--- src/rtl/vga_scanout.sv ---
// vga_scanout: VGA read side of the 1-bit capture frame buffer.
// Doubles each buffer row onto two lines inside a centred window.
module vga_scanout #(
    parameter int         H_ACTIVE = 800,
    parameter int         H_FP     = 40,
    parameter int         H_SYNC   = 128,
    parameter int         H_BP     = 88,
    parameter int         V_ACTIVE = 600,
    parameter int         V_FP     = 1,
    parameter int         V_SYNC   = 4,
    parameter int         V_BP     = 23,
    parameter logic       SYNC_POL = 1'b1,
    parameter int         FB_W     = 800,
    parameter int         FB_H     = 240,
    parameter int         V_OFFSET = 60,
    parameter int         RD_LAT   = 2,
    parameter logic [2:0] FG_COLOR = 3'b010
) (
    input  logic        pixclk,
    input  logic        rst_n,
    output logic [17:0] raddr,
    output logic        rden,
    input  logic        rdata,
    input  logic        clear_busy,
    output logic        vga_hsync,
    output logic        vga_vsync,
    output logic        vga_r,
    output logic        vga_g,
    output logic        vga_b,
    output logic        frame_start
);
    localparam int H_TOTAL = H_ACTIVE + H_FP + H_SYNC + H_BP;
    localparam int V_TOTAL = V_ACTIVE + V_FP + V_SYNC + V_BP;
    localparam int HW = 11;
    localparam int VW = 10;
    localparam int AW = 18;

    localparam logic [HW-1:0] H_LAST = HW'(H_TOTAL - 1);
    localparam logic [HW-1:0] H_ACT  = HW'(H_ACTIVE);
    localparam logic [HW-1:0] HS_BEG = HW'(H_ACTIVE + H_FP);
    localparam logic [HW-1:0] HS_END = HW'(H_ACTIVE + H_FP + H_SYNC);
    localparam logic [HW-1:0] FB_WH  = HW'(FB_W);
    localparam logic [VW-1:0] V_LAST = VW'(V_TOTAL - 1);
    localparam logic [VW-1:0] V_ACT  = VW'(V_ACTIVE);
    localparam logic [VW-1:0] VS_BEG = VW'(V_ACTIVE + V_FP);
    localparam logic [VW-1:0] VS_END = VW'(V_ACTIVE + V_FP + V_SYNC);
    localparam logic [VW-1:0] W_BEG  = VW'(V_OFFSET);
    localparam logic [VW-1:0] W_END  = VW'(V_OFFSET + 2 * FB_H);
    localparam logic [AW-1:0] ROW_STEP = AW'(FB_W);

    typedef struct packed {
        logic fs;
        logic hs;
        logic vs;
        logic act;
        logic win;
    } flags_t;

    logic [HW-1:0] hcnt;
    logic [VW-1:0] vcnt;
    logic [AW-1:0] line_base;
    logic          h_wrap;
    logic          v_wrap;
    logic          win_line;
    logic          win_odd;
    flags_t        f0;
    flags_t        dly [RD_LAT];
    flags_t        dq;
    logic [1:0]    clr_sync;
    logic          blank_frame;
    logic          pix_on;

    assign dq     = dly[RD_LAT-1];
    assign pix_on = dq.act & dq.win & rdata & ~blank_frame;

    // Stage-0 decode of raster position into sync/active/window flags.
    always_comb begin
        f0       = '0;
        h_wrap   = (hcnt == H_LAST);
        v_wrap   = (vcnt == V_LAST);
        win_line = (vcnt >= W_BEG) && (vcnt < W_END);
        // Parity of (vcnt - V_OFFSET) without a subtractor.
        win_odd  = vcnt[0] ^ W_BEG[0];
        f0.fs    = (hcnt == '0) && (vcnt == '0);
        f0.hs    = (hcnt >= HS_BEG) && (hcnt < HS_END);
        f0.vs    = (vcnt >= VS_BEG) && (vcnt < VS_END);
        f0.act   = (hcnt < H_ACT) && (vcnt < V_ACT);
        f0.win   = win_line && (hcnt < FB_WH);
    end

    // Raster counters: hcnt wraps per line, vcnt per frame.
    always_ff @(posedge pixclk or negedge rst_n) begin
        if (!rst_n) begin
            hcnt <= '0;
            vcnt <= '0;
        end else if (h_wrap) begin
            hcnt <= '0;
            vcnt <= v_wrap ? '0 : vcnt + VW'(1);
        end else begin
            hcnt <= hcnt + HW'(1);
        end
    end

    // Row base address; advances after every second window line.
    always_ff @(posedge pixclk or negedge rst_n) begin
        if (!rst_n)
            line_base <= '0;
        else if (vcnt == '0)
            line_base <= '0;
        else if (h_wrap && win_line && win_odd)
            line_base <= line_base + ROW_STEP;
    end

    // Registered read request; first clock of the read latency.
    always_ff @(posedge pixclk or negedge rst_n) begin
        if (!rst_n) begin
            rden  <= 1'b0;
            raddr <= '0;
        end else begin
            rden  <= f0.win;
            raddr <= f0.win ? line_base + AW'(hcnt) : '0;
        end
    end

    // Flag delay line so timing lines up with returning rdata.
    always_ff @(posedge pixclk or negedge rst_n) begin
        if (!rst_n) begin
            for (int i = 0; i < RD_LAT; i++)
                dly[i] <= '0;
        end else begin
            dly[0] <= f0;
            for (int i = 1; i < RD_LAT; i++)
                dly[i] <= dly[i-1];
        end
    end

    // clear_busy synchroniser; blanking latched only at frame start.
    always_ff @(posedge pixclk or negedge rst_n) begin
        if (!rst_n) begin
            clr_sync    <= 2'b00;
            blank_frame <= 1'b1;
        end else begin
            clr_sync <= {clr_sync[0], clear_busy};
            if (f0.fs)
                blank_frame <= clr_sync[1];
        end
    end

    // Output pin register.
    always_ff @(posedge pixclk or negedge rst_n) begin
        if (!rst_n) begin
            vga_hsync             <= ~SYNC_POL;
            vga_vsync             <= ~SYNC_POL;
            {vga_r, vga_g, vga_b} <= 3'b000;
            frame_start           <= 1'b0;
        end else begin
            vga_hsync             <= dq.hs ? SYNC_POL : ~SYNC_POL;
            vga_vsync             <= dq.vs ? SYNC_POL : ~SYNC_POL;
            {vga_r, vga_g, vga_b} <= pix_on ? FG_COLOR : 3'b000;
            frame_start           <= dq.fs;
        end
    end

endmodule

--- config.mk ---
export PLATFORM = sky130hd
export DESIGN_NAME = vga_scanout
export DESIGN_NICKNAME = d
export VERILOG_FILES = /design/src/rtl/vga_scanout.sv
export SDC_FILE = /design/constraint.sdc
export NUM_CORES = 1
export LEC_CHECK = 0
export BUFFER_PORTS_ARGS = -buffer_cell sky130_fd_sc_hd__buf_2
export CAP_MARGIN = 30
export CORE_MARGIN = 2
export CORE_UTILIZATION = 50
export CTS_BUF_LIST = sky130_fd_sc_hd__clkbuf_4 sky130_fd_sc_hd__clkbuf_8
export DETAILED_ROUTE_END_ITERATION = 10
export GPL_ROUTABILITY_DRIVEN = 0
export HOLD_SLACK_MARGIN = 0.15
export PLACE_DENSITY = 0.72
export SYNTH_ARGS = -nofsm -noshare
export SYNTH_HDL_FRONTEND = slang
export SYNTH_SLANG_ARGS = --single-unit
--- constraint.sdc ---
create_clock -name pixclk -period 4.6 [get_ports pixclk]
set_clock_uncertainty 0.2 [all_clocks]
set_input_delay 0.46 -clock pixclk [delete_from_list [all_inputs] [get_ports pixclk]]
set_output_delay 0.46 -clock pixclk [all_outputs]
set_load 0.005 [all_outputs]
==> results of run 1 <==
cell families (layout without fill, tap and decap cells):
family,Yosys count,count (layout)
mux,12,12
simple gates,133,133
fa+ha+maj,13,13
compound gates,63,63
xor+xnor,14,14
other cells,1,2
buf+inv,34,62
flops,69,69
timing repair:
item,CTS,global route
buffers inserted,0,0
endpoints found under the hold margin,31,0
resized for setup,0,0
hold buffers,2,0
state kept, by name (all words and copies together), names as in the netlist:
signal	cells
blank_frame	1
clr_sync	2
dly	10
frame_start	1
hcnt	11
line_base	13
raddr	18
vcnt	10
vga_g	1
vga_hsync	1
vga_vsync	1
Yosys cell counts, drive strengths merged, types with 2 or more instances:
library cell  number  area [µm²]
clkbuf            15        57.6
nand4              8        50.1
o31ai              6        45.0
and4               4        35.0
a211o              2        17.5
xnor2              8        70.1
nand2             23        86.3
nor4               9        56.3
or4               10        78.8
and3               6        37.5
a21oi             20         100
dfrtp             68        1700
a31oi              2        12.5
mux2i             11         110
o21a               2        15.0
nand3b             2        15.0
o2111ai            2        17.5
nand3             17        85.1
or2                3        18.8
nand2b             7        43.8
inv               15        56.3
nor3              10        50.1
nor2              19        71.3
o21ai             11        55.1
a2111o             3        33.8
xor2               6        52.6
ha                13         163
o41ai              5        43.8
buf                4        31.3
and2               6        37.5
a21o               2        15.0
or3                3        18.8
a211oi             2        15.0
worst max-delay path: stages (launching register included):
cell,delay (ns)
dfrtp_1,0.49
nor4_1,0.60
nand3_1,0.46
or4b_2,0.74
o21ai_0,0.09
through the flow:
| stage | hold slack (ns) | util [%] | power (mW) | cells | cell area [µm²] |
|---|---|---|---|---|---|
| after floorplan | -0.0356 | - | 0.621 | 340 | 3450 |
| after global placement | 0.132 | 53.6 | 0.633 | 429 | 3600 |
| after detailed placement | 0.137 | 53.7 | 0.633 | 430 | 3610 |
| after CTS | 0.155 | 57.0 | 1.14 | 448 | 3830 |
| after global routing | 0.162 | 57.0 | 1.17 | 448 | 3830 |
| final | 0.152 | 57.0 | 1.13 | 448 | 3830 |
power by group:
part           switching [mW]  internal, mW  leakage, nW  total [mW]
clock                   0.252         0.259        0.103       0.511
sequential           0.000247         0.607        0.931       0.607
combinational          0.0122       0.00252        0.690      0.0147
total                   0.265         0.868         1.72        1.13
worst min path at each step:
| stage | startpoint | endpoint | slack, ns | depth (start not counted) |
|---|---|---|---|---|
| final | dly[4]$_DFF_PN0_ | frame_start$_DFF_PN0_ | 0.15 | 0 |
| after global routing | dly[4]$_DFF_PN0_ | frame_start$_DFF_PN0_ | 0.16 | 0 |
| after detailed placement | dly[4]$_DFF_PN0_ | frame_start$_DFF_PN0_ | 0.14 | 0 |
| after floorplan | rst_n | clr_sync[0]$_DFF_PN0_ | -0.04 | 0 |
| after CTS | dly[4]$_DFF_PN0_ | frame_start$_DFF_PN0_ | 0.15 | 0 |
| after global placement | dly[6]$_DFF_PN0_ | dly[1]$_DFF_PN0_ | 0.13 | 0 |
metal layers:
layer	vias up	track usage, %
met1	1245	26.0
li1	1283	-
met4	0	7.67
met5	-	0
met2	65	31.0
met3	7	5.21
area by class of cell:
cell class	instances	area [µm²]
timing repair buffer	31	170
tap	80	100
sequential	69	1730
fill	580	2890
clock buffer	9	124
clock inverter	7	80.1
inverter	15	56.3
multi-input combinational	237	1570
==> results.py, run 1 <==
metrics = {
    "sta": {
        "slew_headroom_pct": 37.9,
        "setup_viol": 0,
        "layout_setup_ws_ns": 1.93,
        "finalHoldViolations": 0,
        "tns_ns": 0,
        "tightestPinTransition_ns": 0.931,
        "fin_crit_sh_pct": 58.1,
        "fmax_ghz": 0.374,
        "post-route-min-period_ns": 2.67,
        "drv_slew": 0,
        "rsz0062_at_grt": "no",
    },
    "cts": {
        "cts_sinks": 69,
        "clk_latency_ns": 0.35,
        "cts_tree": "done",
        "root_buffer": "clkbuf_8",
        "cts_buffers": 9,
        "h-tree-depth": 3,
        "clk_pin_slew_ns": 0.08,
        "cts.path.max_buffers": 2,
    },
    "worst_setup_path": {
        "ff2ff_path_depth": 4,
        "start_kind": "register",
        "worstSetupEndpoint": "vcnt[8]$_DFFE_PN0N_",
        "r2r_start": "hcnt[7]$_DFF_PN0_",
        "rr_endpoint": "vcnt[8]$_DFFE_PN0N_",
        "crit_arrival_ns": 2.74,
        "crit_path_max_fanout": 10,
        "r2r_setup_slack_ns": 1.93,
        "crit_type": "reg -> reg",
        "endpoint_kind": "register",
        "required_ns": 4.67,
        "critPathLaunch": "hcnt[7]$_DFF_PN0_",
    },
    "synthesis": {
        "synth_cell_type_count": 53,
        "synthXorXnorAreaFrac_pct": 3.56,
        "synth_edf_count": 0,
        "synthAdderAreaFrac_pct": 4.72,
        "yosys_warnings": 0,
        "synth_flop_cell": "dfrtp_1",
        "avgSynthCellArea_um2": 10.2,
        "synth_seq_cells": 69,
        "netlist_instances": 339,
        "synthSimpleGateAreaFrac_pct": 21.4,
        "synth_area_mm2": 0.00344,
        "synth_top_family_by_area": "simple AND/OR/NAND/NOR gates",
        "ys_seq_area_share_pct": 50.2,
        "synth_mux_area_share_pct": 3.52,
        "synth-compound-area-share_pct": 12.3,
        "synthArstFlopShare_pct": 100,
    },
    "global_route": {
        "antenna_found_initial": 0,
        "grt_pass1_wl_um": 11600,
        "grt_use_total_pct": 19.7,
        "grt_max_degree": 39,
        "grt-ovfl-total": 0,
        "grt_pass1_vias": 2445,
    },
    "floorplan": {
        "rows": 30,
        "die_w_um": 87.0,
        "coreArea_mm2": 0.00672,
        "die_h_um": 87.0,
        "die_area_mm2": 0.00757,
        "io_pins": 29,
        "floorplan.initialDensity_pct": 51.2,
    },
    "run_status": {
        "status": "complete, no violations",
    },
    "placement": {
        "place_ws_ns": 1.99,
        "hpwl_um": 4840,
        "io_buffer_count": 26,
    },
    "cells_and_area": {
        "syn_to_final_growth_pct": 11.3,
        "mostFrequentLayoutCells": "dfrtp_1, buf_2, nand2_1, a21oi_1, nor2_1",
        "antenna_cells": 0,
        "layout_commonest_cell": "dfrtp_1",
        "drive_above_1_share_pct": 14.1,
        "nets": 380,
    },
    "drt": {
        "dr_total_vias": 2600,
        "drtPass1Iterations": 4,
        "wl_met2_um": 3240,
        "drc": 0,
        "antenna_left": 0,
        "route.met3.wl_um": 309,
        "maxUsedRoutingLayer": "met4",
        "viasPerCell": 5.80,
        "met1Wirelength_um": 3310,
        "drt_wl_total_um": 6940,
        "wire_per_inst_um": 15.5,
        "drt_iter0_markers": 156,
    },
    "power": {
        "powerDensity_mw_per_mm2": 296,
        "vdd_ir_drop_max_mv": 0.141,
        "power.leakage_nw": 1.72,
    },
    "run": {
        "maxCapViolations": 0,
    },
    "worst_hold_path": {
        "hold_path.class": "reg -> reg",
    },
}
(Power assumes the default switching activity.)
==> run 2: changes to the inputs <==
--- a/config.mk
+++ b/config.mk
@@ -5,6 +5,7 @@
 export SDC_FILE = /design/constraint.sdc
 export NUM_CORES = 1
 export LEC_CHECK = 0
+export ABC_AREA = 1
 export BUFFER_PORTS_ARGS = -buffer_cell sky130_fd_sc_hd__buf_2
 export CAP_MARGIN = 30
 export CORE_MARGIN = 2
@@ -13,7 +14,7 @@
 export DETAILED_ROUTE_END_ITERATION = 10
 export GPL_ROUTABILITY_DRIVEN = 0
 export HOLD_SLACK_MARGIN = 0.15
-export PLACE_DENSITY = 0.72
+export PLACE_DENSITY = 0.71
 export SYNTH_ARGS = -nofsm -noshare
 export SYNTH_HDL_FRONTEND = slang
 export SYNTH_SLANG_ARGS = --single-unit
==> constraint.sdc (replaced) <==
create_clock -name pixclk -period 2.5 [get_ports pixclk]
set_clock_uncertainty 0.2 [all_clocks]
set_input_delay 0.25 -clock pixclk [delete_from_list [all_inputs] [get_ports pixclk]]
set_output_delay 0.25 -clock pixclk [all_outputs]
set_load 0.005 [all_outputs]
==> run 2 against run 1 <==
  * Cell area grew 11%
  * Hold slack gained 0.0025 ns
  * Non-clock buffer count grew 2
  * Area after synthesis grew 9.2%
  * Via count grew 15%
  * Critical path depth grew 7
  * Clock power grew 100%
  * Utilization grew 1.5 points
  * Die area grew 8.8%
  * First-iteration DRC count is the same
  * Largest cell class is now multi-input combinational cells
  * Highest routed layer unchanged
==> results.py, run 2 <==
metrics = {
    "run_status": {
        "status": "complete, no violations",
    },
    "cts": {
        "cts_setup_buffers": 0,
        "root_buffer": "clkbuf_8",
        "clk_pin_slew_ns": 0.08,
        "post_cts_resized": 0,
        "clk_latency_ns": 0.35,
        "h-tree-depth": 3,
        "cts.path.max_buffers": 2,
        "cts_sinks": 69,
        "cts_tree": "done",
        "cts_buffers": 9,
        "holdBufCountCts": 3,
    },
    "synthesis": {
        "synthArstFlopShare_pct": 100,
        "synth_edf_count": 0,
        "synth_seq_cells": 69,
        "synth_area_mm2": 0.00376,
        "ys_seq_area_share_pct": 46.0,
        "synthTopCellsByArea": "dfrtp_1, nand2_1, inv_1",
        "synth_flop_cell": "dfrtp_1",
        "synth_commonest_cells": "nand2_1, dfrtp_1, inv_1",
        "avgSynthCellArea_um2": 8.41,
        "synth_top_area_share_pct": 45.3,
        "synth_top_area_cell": "dfrtp_1",
        "yosys_warnings": 0,
        "synth_cell_type_count": 38,
        "yosysMostFrequentCell": "nand2_1",
        "netlist_instances": 447,
    },
    "floorplan": {
        "floorplan.initialDensity_pct": 51.8,
        "die_w_um": 90.7,
        "rows": 31,
        "die_area_mm2": 0.00823,
        "coreArea_mm2": 0.00725,
        "io_pins": 29,
        "die_h_um": 90.7,
    },
    "cells_and_area": {
        "layout_commonest_cell": "nand2_1",
        "syn_to_final_growth_pct": 13.0,
        "fill_cells": 629,
        "antenna_cells": 0,
        "drive_above_1_share_pct": 19.3,
        "nets": 500,
        "largest_reg_flops": 18,
        "top_regs": "raddr (18), line_base (13), hcnt (11)",
        "mostFrequentLayoutCells": "nand2_1, dfrtp_1, inv_1, nor2_1, nand3_1",
        "largest-register": "raddr",
        "final_cells": 587,
    },
    "global_route": {
        "grt-ovfl-total": 0,
        "antenna_found_initial": 0,
        "grt_max_degree": 31,
        "grt_use_total_pct": 20.4,
        "grt_pass1_wl_um": 13700,
        "grt_pass1_vias": 2949,
    },
    "drt": {
        "viasPerCell": 5.11,
        "dr_total_vias": 2997,
        "antenna_left": 0,
        "drt_wl_total_um": 7590,
        "wire_per_inst_um": 12.9,
        "drt_iter0_markers": 156,
        "drtPass1Iterations": 4,
        "drc": 0,
    },
    "worst_setup_path": {
        "required_ns": 2.58,
        "crit_type": "reg -> reg",
        "crit_arrival_ns": 2.12,
        "crit_path_max_fanout": 7,
        "endpoint_kind": "register",
        "start_kind": "register",
    },
    "run": {
        "maxCapViolations": 0,
    },
    "placement": {
        "hpwl_um": 5640,
        "place_inst": 568,
        "io_buffer_count": 26,
    },
    "sta": {
        "drv_slew": 0,
        "fmax_ghz": 0.490,
        "rsz0062_at_grt": "no",
        "finalHoldViolations": 0,
        "fin_crit_sh_pct": 81.6,
        "tns_ns": 0,
        "setup_viol": 0,
        "slew_headroom_pct": 58.4,
        "post-route-min-period_ns": 2.04,
        "tightestPinTransition_ns": 0.623,
    },
    "power": {
        "powerDensity_mw_per_mm2": 514,
        "power.leakage_nw": 2.24,
        "vdd_ir_drop_max_mv": 0.290,
    },
    "worst_hold_path": {
        "hold_path.class": "reg -> reg",
    },
}
-- run 2: changes by cell type after synthesis, sizes merged, moves of 11 or more --
cell    change
nand2      +77
inv        +48
nor2       +45
nand3      +24
clkbuf     -13
nand4      +13
mux2i      -11
o21ai      +11
-- run 2: path summary, 6_finish.rpt --
| check | start | endpoint | slack (ns) | cells past startpoint |
|---|---|---|---|---|
| hold reg to reg | dly[6]$_DFF_PN0_ | dly[1]$_DFF_PN0_ | 0.15 | 0 |
| max in group asynchronous | rst_n | line_base[15]$_DFFE_PN0P_ | 1.11 | 3 |
| min in group asynchronous | rst_n | dly[9]$_DFF_PN0_ | 0.25 | 2 |
| setup reg to reg | hcnt[6]$_DFF_PN0_ | raddr[14]$_DFF_PN0_ | 0.46 | 11 |
| setup / recovery | hcnt[6]$_DFF_PN0_ | raddr[14]$_DFF_PN0_ | 0.46 | 11 |
| hold / removal | dly[6]$_DFF_PN0_ | dly[1]$_DFF_PN0_ | 0.15 | 0 |
-- run 2: layout make-up --
cell class / instances / area [µm²] / share of cell area [%]
multi-input cells: 307 / 1740 / 40.9
flip-flops and latches: 69 / 1730 / 40.7
inverters: 63 / 241 / 5.68
repair buffers: 33 / 190 / 4.48
clock buffers: 9 / 124 / 2.92
well taps: 99 / 124 / 2.92
clock inverters: 7 / 104 / 2.44
-- run 2: worst max-delay path: stages (launching register included) --
cell	delay, ns
dfrtp_1	0.47
ha_1	0.38
nand2_1	0.09
nand2_1	0.13
nand3_1	0.09
nand2_1	0.13
nand2_1	0.06
nand2_1	0.12
nand2_1	0.08
nand2_1	0.07
nand2_1	0.07
nor2_2	0.07
-- run 2: through the flow --
stage          worst slack, ns  hold slack, ns  cell area [µm²]  power, mW  util, %
2_1_floorplan            0.685          -0.246             3760       1.14        -
6_report                 0.459           0.154             4250       2.18     58.6
3_5_place_dp             0.509           0.107             3990       1.17     55.0
4_1_cts                  0.466           0.157             4250       2.21     58.6
5_1_grt                  0.230           0.161             4250       2.26     58.6
3_3_place_gp             0.519          0.0962             3990       1.17     55.0
-- run 2: logic make-up (layout without fill, tap and decap cells) --
group           after synthesis  in the layout  share of synthesized area [%]
compound gates               36             36                           5.99
xor+xnor                     15             15                           3.49
fa+ha+maj                    13             13                           4.33
buf+inv                      72            112                           7.95
flops                        69             69                           46.0
other cells                   1              2                         0.0997
simple gates                241            241                           32.2
-- run 2: metal layers --
layer,vias to the layer above,global-route usage (%),share of wire (%)
li1,1510,-,-
met1,1404,27.3,47
met2,67,33.0,47
met3,16,5.01,4.2
met4,0,6.28,1.9
met5,-,0,0
-- run 2: where the power goes --
part           switching, mW  total (mW)  internal (mW)  leakage [nW]
sequential          0.000471        1.12           1.12         0.931
combinational         0.0232      0.0299        0.00669          1.20
clock                  0.462        1.04          0.576         0.115
==> run 3: changes to the inputs <==
--- a/config.mk
+++ b/config.mk
@@ -14,7 +14,7 @@
 export DETAILED_ROUTE_END_ITERATION = 10
 export GPL_ROUTABILITY_DRIVEN = 0
 export HOLD_SLACK_MARGIN = 0.15
-export PLACE_DENSITY = 0.71
+export PLACE_DENSITY = 0.74
 export SYNTH_ARGS = -nofsm -noshare
 export SYNTH_HDL_FRONTEND = slang
 export SYNTH_SLANG_ARGS = --single-unit
==> constraint.sdc (replaced) <==
create_clock -name pixclk -period 1.8 [get_ports pixclk]
set_clock_uncertainty 0.2 [all_clocks]
set_input_delay 0.18 -clock pixclk [delete_from_list [all_inputs] [get_ports pixclk]]
set_output_delay 0.18 -clock pixclk [all_outputs]
set_load 0.005 [all_outputs]
==> run 3 against run 2 <==
  * Hold slack lost 0.0039 ns
  * Largest cell class unchanged
  * Total power grew 39%
  * Clock power grew 39%
==> results.py, run 3 (same netlist as run 2, synthesis figures left out) <==
metrics = {
    "run_status": {
        "status": "complete, no violations",
    },
    "cells_and_area": {
        "largest-register": "raddr",
        "drive_above_1_share_pct": 33.8,
        "final_util_pct": 66.6,
        "antenna_cells": 0,
        "mostFrequentLayoutCells": "nand2_1, dfrtp_1, inv_1, buf_4, nor2_1",
        "layout_commonest_cell": "nand2_1",
        "final_cells": 634,
        "top_regs": "raddr (18), line_base (13), hcnt (11)",
        "nets": 547,
        "syn_to_final_growth_pct": 28.6,
        "largest_reg_flops": 18,
    },
    "floorplan": {
        "rows": 31,
        "floorplan.initialDensity_pct": 51.8,
        "die_h_um": 90.7,
        "die_area_mm2": 0.00823,
        "coreArea_mm2": 0.00725,
        "io_pins": 29,
        "die_w_um": 90.7,
    },
    "drt": {
        "wire_per_inst_um": 14.0,
        "viasPerCell": 5.21,
        "drtPass1Iterations": 5,
        "drt_iter0_markers": 213,
        "dr_total_vias": 3301,
        "drc": 0,
        "drt_wl_total_um": 8880,
        "antenna_left": 0,
    },
    "cts": {
        "cts.path.max_buffers": 2,
        "clk_latency_ns": 0.35,
        "cts_sinks": 69,
        "clk_pin_slew_ns": 0.08,
        "h-tree-depth": 3,
        "root_buffer": "clkbuf_8",
        "cts_tree": "done",
        "cts_buffers": 9,
    },
    "placement": {
        "hpwl_um": 5850,
        "place_inst": 599,
        "io_buffer_count": 26,
    },
    "sta": {
        "post-route-min-period_ns": 1.80,
        "drv_slew": 0,
        "fmax_ghz": 0.557,
        "finalHoldViolations": 0,
        "setup_viol": 0,
        "timing.hold.ws_ns": 0.150,
        "fin_crit_sh_pct": 99.8,
        "rsz0062_at_grt": "yes",
        "tns_ns": 0,
    },
    "worst_setup_path": {
        "start_kind": "register",
        "crit_arrival_ns": 1.83,
        "crit_type": "reg -> reg",
        "required_ns": 1.83,
        "ff2ff_path_depth": 11,
        "crit_path_max_fanout": 4,
        "endpoint_kind": "register",
    },
    "worst_hold_path": {
        "hold_path.class": "reg -> reg",
        "hold_depth": 0,
    },
    "global_route": {
        "grt_pass1_vias": 3162,
        "grt_pass1_wl_um": 14600,
        "antenna_found_initial": 0,
        "grt_use_total_pct": 22.3,
        "grt_max_degree": 34,
        "grt-ovfl-total": 0,
    },
    "power": {
        "vdd_ir_drop_max_mv": 0.437,
        "powerDensity_mw_per_mm2": 630,
        "power.leakage_nw": 2.48,
    },
    "run": {
        "maxCapViolations": 0,
    },
}
## run 3: what timing repair did
action,CTS,global route
resized for setup,5,48
hold buffers,5,0
pin swaps,2,16
cloned,0,1
setup endpoints to repair,11,42
buffers inserted,2,11
hold endpoints to repair,71,0
## run 3: metal layers
| metal | wire (µm) | share of wire, % | track usage [%] |
|---|---|---|---|
| met1 | 3740 | 42 | 28.2 |
| met2 | 4330 | 49 | 36.3 |
| met3 | 583 | 6.6 | 6.84 |
| met4 | 231 | 2.6 | 7.82 |
| met5 | 0 | 0 | 0 |
## run 3: through the flow
stage	setup WS, ns	power (mW)	area [µm²]
2_1_floorplan	0.0273	1.59	3780
3_3_place_gp	0.0278	1.62	4240
3_5_place_dp	0.000799	1.62	4240
4_1_cts	0.000973	3.08	4580
5_1_grt	-0.101	3.17	4830
6_report	0.00412	3.05	4830
## run 3: area by class of cell
cell class / count / area, µm²
clock buffer: 11 / 151
clock inverter: 5 / 82.6
fill: 534 / 2420
inverter: 63 / 244
multi-input combinational: 308 / 1950
sequential: 69 / 1730
tap: 99 / 124
timing repair buffer: 79 / 544
## run 3: worst max-delay path, cell delays in order (launching register included)
cell and delay (ns):
dfrtp_1 0.45, buf_4 0.17, ha_2 0.19, nand2_1 0.09
nand2_2 0.13, nand3_2 0.10, nor2_1 0.09, nand2_1 0.05
nand2_1 0.06, inv_1 0.04, nand3_1 0.06, nand2_1 0.05
## run 3: worst paths after layout
path | from | to | slack, ns
min in group asynchronous | rst_n | dly[9]$_DFF_PN0_ | 0.21
max in group asynchronous | rst_n | clr_sync[1]$_DFF_PN0_ | 0.53
min reg2reg | dly[7]$_DFF_PN0_ | dly[2]$_DFF_PN0_ | 0.15
max | line_base[6]$_DFFE_PN0P_ | line_base[17]$_DFFE_PN0P_ | 0.004
max reg2reg | line_base[6]$_DFFE_PN0P_ | line_base[17]$_DFFE_PN0P_ | 0.004
min | dly[7]$_DFF_PN0_ | dly[2]$_DFF_PN0_ | 0.15
## run 3: report_power, final
group	internal, mW	switching [mW]	total [mW]
Combinational	0.0123	0.0322	0.0445
Clock	0.858	0.591	1.45
Sequential	1.55	0.000764	1.55
